`src/rtl/parking_pkg.sv`:
```
// parking_pkg: shared occupancy state type and default sizing constants
package parking_pkg;
   typedef enum logic [1:0] {EMPTY, AVAIL, FULL} occ_state_t;
   localparam int DEF_CAPACITY    = 7;
   localparam int DEF_BLINK_TICKS = 6000000;
endpackage

```
`src/rtl/rise_detect.sv`:
```
// rise_detect: one-cycle pulse when a synchronous level goes from low to high
module rise_detect (
   input  logic clk,
   input  logic rst_n,
   input  logic in,
   output logic rise
);
   logic hist;
   // history resets high so a level already asserted at reset release is not an event
   always_ff @(posedge clk or negedge rst_n)
      if (!rst_n) hist <= 1'b1;
      else hist <= in;
   assign rise = in & ~hist;
endmodule

```
`src/rtl/parking_occupancy_ctrl.sv`:
```
// parking_occupancy_ctrl: car occupancy counter with sticky error flags and blinking full indicator
module parking_occupancy_ctrl
   import parking_pkg::*;
#(
   parameter int CAPACITY    = DEF_CAPACITY,
   parameter int CNT_W       = 3,
   parameter int BLINK_TICKS = DEF_BLINK_TICKS
) (
   input  logic             clk,
   input  logic             rst_n,
   input  logic             s,
   input  logic             r,
   input  logic             err_clr,
   output logic [CNT_W-1:0] count,
   output logic             empty,
   output logic             full,
   output logic             err_over,
   output logic             err_under,
   output logic             led_full
);
   localparam int TW = $clog2(BLINK_TICKS);
   localparam logic [CNT_W-1:0] CAP = CNT_W'(CAPACITY);
   localparam logic [TW-1:0] TMAX = TW'(BLINK_TICKS - 1);
   occ_state_t state, state_nxt;
   logic [CNT_W-1:0] cnt, cnt_nxt;
   logic [TW-1:0] tmr;
   logic s_rise, r_rise, ent, ext, over_evt, under_evt, led;
   rise_detect u_s (.clk(clk), .rst_n(rst_n), .in(s), .rise(s_rise));
   rise_detect u_r (.clk(clk), .rst_n(rst_n), .in(r), .rise(r_rise));
   always_ff @(posedge clk or negedge rst_n)
      if (!rst_n) begin
         state     <= EMPTY;
         cnt       <= '0;
         err_over  <= 1'b0;
         err_under <= 1'b0;
         tmr       <= '0;
         led       <= 1'b0;
      end else begin
         state     <= state_nxt;
         cnt       <= cnt_nxt;
         err_over  <= over_evt | (err_over & ~err_clr);
         err_under <= under_evt | (err_under & ~err_clr);
         tmr       <= (state_nxt == FULL && state == FULL) ? ((tmr == TMAX) ? '0 : tmr + TW'(1)) : '0;
         led       <= (state_nxt != FULL) ? 1'b0 : (state != FULL) ? 1'b1 : (tmr == TMAX) ? ~led : led;
      end
   // simultaneous entry and exit cancel out, so neither can raise an error
   always_comb begin
      ent       = s_rise & ~r_rise;
      ext       = r_rise & ~s_rise;
      over_evt  = ent && cnt == CAP;
      under_evt = ext && cnt == '0;
      cnt_nxt   = (ent && cnt != CAP) ? cnt + CNT_W'(1) : (ext && cnt != '0) ? cnt - CNT_W'(1) : cnt;
      state_nxt = (cnt_nxt == '0) ? EMPTY : (cnt_nxt == CAP) ? FULL : AVAIL;
   end
   always_comb begin
      count    = cnt;
      empty    = state == EMPTY;
      full     = state == FULL;
      led_full = led;
   end
endmodule

```
`config.mk`:
```
export PLATFORM = sky130hd
export DESIGN_NAME = parking_occupancy_ctrl
export DESIGN_NICKNAME = d
export VERILOG_FILES = /design/src/rtl/parking_pkg.sv /design/src/rtl/rise_detect.sv /design/src/rtl/parking_occupancy_ctrl.sv
export SDC_FILE = /design/constraint.sdc
export NUM_CORES = 1
export LEC_CHECK = 0
export BUFFER_PORTS_ARGS = -buffer_cell sky130_fd_sc_hd__buf_2
export CORE_UTILIZATION = 53
export CTS_BUF_LIST = sky130_fd_sc_hd__clkbuf_4 sky130_fd_sc_hd__clkbuf_8 sky130_fd_sc_hd__clkbuf_16
export CTS_CLUSTER_DIAMETER = 120
export DETAILED_ROUTE_END_ITERATION = 8
export MAX_ROUTING_LAYER = met4
export PLACE_DENSITY = 0.76
export REMOVE_ABC_BUFFERS = 1
export SYNTH_ARGS = -nofsm -noshare
export SYNTH_HDL_FRONTEND = slang
export SYNTH_HIERARCHICAL = 1
export SYNTH_SLANG_ARGS = --single-unit
export TNS_END_PERCENT = 10
```
`constraint.sdc`:
```
create_clock -name clk -period 2 [get_ports clk]
set_input_delay 0 -clock clk [delete_from_list [all_inputs] [get_ports clk]]
set_output_delay 0 -clock clk [all_outputs]
set_load 0.05 [all_outputs]
```
==> key figures <==
Run status
  • Outcome: completed

Cells and area
  • Layout cells sized above 1: 0.379
  • Multi-input logic area: 0.00103 mm^2
  • Syn-to-layout area delta: 28.5%
  • Finished Layout Cells: 242
  • Commonest non-fill, non-tap cell in the layout: dfrtp_1
  • Fillers: 229
  • Commonest cells after routing, fill and taps aside: 31 x dfrtp_1, 16 x xnor2_1, 15 x nor3_1, 15 x nor2_4, 12 x buf_2
  • Antenna Diode Count: 0
  • Fin nets: 207
  • Register area: 828 um^2

Routing
  • Via density: 5.26
  • Initial DRC count: 45
  • DRC Markers: 0
  • Number of routed nets with antenna violations: 0
  • Final Routed Wirelength: 3.70 mm
  • Drt pass-1 iters: 4
  • Post-DR wirelength/cell: 15.3 um
  • Via count: 1272

Floorplan
  • Die Wd: 59.2 um
  • IO Pins: 13
  • Initial Utilization: 0.564
  • Die ar.: 0.00351 mm^2
  • Core area: 0.00308 mm^2
  • Row Count: 20
  • Die Y: 59.2 um

Global route
  • Largest net degree at the start of global routing: 34
  • GRT Total Usage: 0.244
  • Vias in the first global route: 1354
  • GRT overflow: 0
  • Initial antenna violation count: 0
  • First-pass GRT wire length: 5.94 mm

Timing
  • Slew @ Worst Pin: 0.717 ns
  • Unrepaired setup endpoints after global routing: true
  • Fmax achieved: 507 MHz
  • Final Critical Period: 1.97 ns
  • Setup-failing EPs final: 0
  • Slew headroom: 0.522
  • Final hold slack: 0.232 ns
  • Fin. max-slew vios: 0
  • Skew final: 0.0106 ns
  • Final Hold Vio Count: 0
  • Final TNS setup: 0 ns
  • Final Cycle Share: 0.986

Setup path
  • Req. time, crit path: 2.28 ns
  • Crit path max-delay family: simple AND/OR/NAND/NOR gates
  • Nature of the critical path endpoint: register
  • CP Launch Type: register
  • Worst path arrival time: 2.25 ns
  • Crit path buffers/inverters: 1
  • Largest stage delay on the critical path: 0.57 ns
  • Category of the most critical setup path: reg -> reg
  • Worst-path cell chain: nor2b_4 -> and2b_2 -> and3_4 -> o31ai_4 -> nand4_4 -> clkbuf_16 -> nor2_4
  • Worst Path Max Fanout: 7
  • Slowest-stage cell, CP: dfstp_2

Worst hold path
  • Worst min path class: in -> async

Clocking
  • Worst-skew pair later-pin latency: 0.34 ns
  • Bufs on Longest Clock Path: 2
  • Clk sink count: 33
  • TritonCTS Buffers: 5
  • H-tree depth: 2
  • Worst-path clk slew: 0.11 ns
  • Root Buffer: clkbuf_4
  • CTS tree: built

Pwr
  • Worst VDD drop: 0.418 mV
  • Leak: 0.000901 uW
  • PwrDens: 935 mW/mm^2

Logic synthesis
  • Post-synth EDFFs: 0
  • Syn_area_per_cell: 10.4 um^2
  • Synth top area cells: dfrtp_1 45%, xnor2_1 8.1%, nor3_1 4.6%, nor2_1 4.5%, ha_1 3.6%
  • Distinct cells, synth: 39
  • FFs w/ async S/R, synth: 1.00
  • Synthesized area: 0.00174 mm^2
  • Gate Count Post-Synth: 167
  • Share of the synthesized area in the top cell type: 0.447
  • FF+latch count, synth: 33
  • Synth area leader: dfrtp_1
  • Register area share after synthesis: 0.477
  • Post-synth top flop: dfrtp_1
  • Yosys warns: 6

Placed design
  • Placed cell count: 223
  • Port Buf Inserts: 12
  • HPWL after DPL: 2.48 mm
  • RD Place Congestion: 0.830

Run
  • Max Cap Viol: 0
[timing repair]
action                     in CTS  in global routing
pin swaps                       3                 21
hold buffers                    4                  0
hold endpoints to repair       35                  0
gates resized for setup         4                 48
setup buffers                   1                  5
setup endpoints to repair      22                 25
gates cloned                    0                  1
[worst paths after layout]
check | start | endpoint | slack, ns | depth (start not counted)
worst max-delay path | u_r/hist | tmr[22] | 0.03 | 7
worst min-delay path | rst_n | err_under | 0.23 | 2
worst max register to register | u_r/hist | tmr[22] | 0.03 | 7
worst min register to register | err_under | err_under | 0.55 | 2
max in group asynchronous | rst_n | tmr[7] | 1.30 | 2
min in group clk | s | u_s/hist | 0.31 | 2
[cells in the mapped netlist, types with 3 or more instances]
library cell	number
a21oi_1	3
ha_1	5
nor2_1	21
inv_1	10
dfrtp_1	31
and3_1	6
nand3_1	9
xor2_1	6
nand2b_1	3
xnor2_1	16
nor3_1	16
nand2_1	8
[area by class of cell]
class,instances,area share
Sequential cell,33,0.371
Clock inverter,3,0.00786
Multi-Input combinational cell,118,0.462
Timing Repair Buffer,27,0.0954
Tap cell,44,0.0247
Inverter,12,0.0213
Clock buffer,5,0.0168
[flip-flops by register name (all words and copies together), names as in the netlist]
register	cells
count	3
err_over	1
err_under	1
led_full	1
state	2
tmr	23
u_r/hist	1
u_s/hist	1
[per-layer routing]
layer	global-route usage	wire length, um	vias up
met1	0.267	1540	617
met3	0.0721	106	10
met5	-	0	-
met2	0.406	1970	23
li1	-	-	622
met4	0.112	78	0
[power by group]
group	switching, uW	internal, uW
Clock	228	132
Sequential	50.6	738
Combinational	587	349
Total	866	1220
[per-stage QoR]
stage | power [uW] | area (um^2) | util | worst slack, ns
3_5_place_dp | 1510 | 1860 | 0.603 | -0.0917
6_report | 2090 | 2230 | 0.724 | 0.0289
2_1_floorplan | 1310 | 1710 | - | -0.270
3_3_place_gp | 1470 | 1860 | 0.603 | 0.0925
5_1_grt | 2200 | 2230 | 0.724 | -0.0456
4_1_cts | 1910 | 1980 | 0.644 | 0.00930
[kinds of logic after synthesis]
logic type,after synthesis,synth area share
AO/OA/AOI/OAI,9,0.0404
XOR/XNOR,23,0.120
adder cells (fa/ha/maj),5,0.0360
buffers and inverters,16,0.0396
AND/OR/NAND/NOR,81,0.286
flip-flops,33,0.477
No activity file was read; power rests on OpenSTA's default activity.
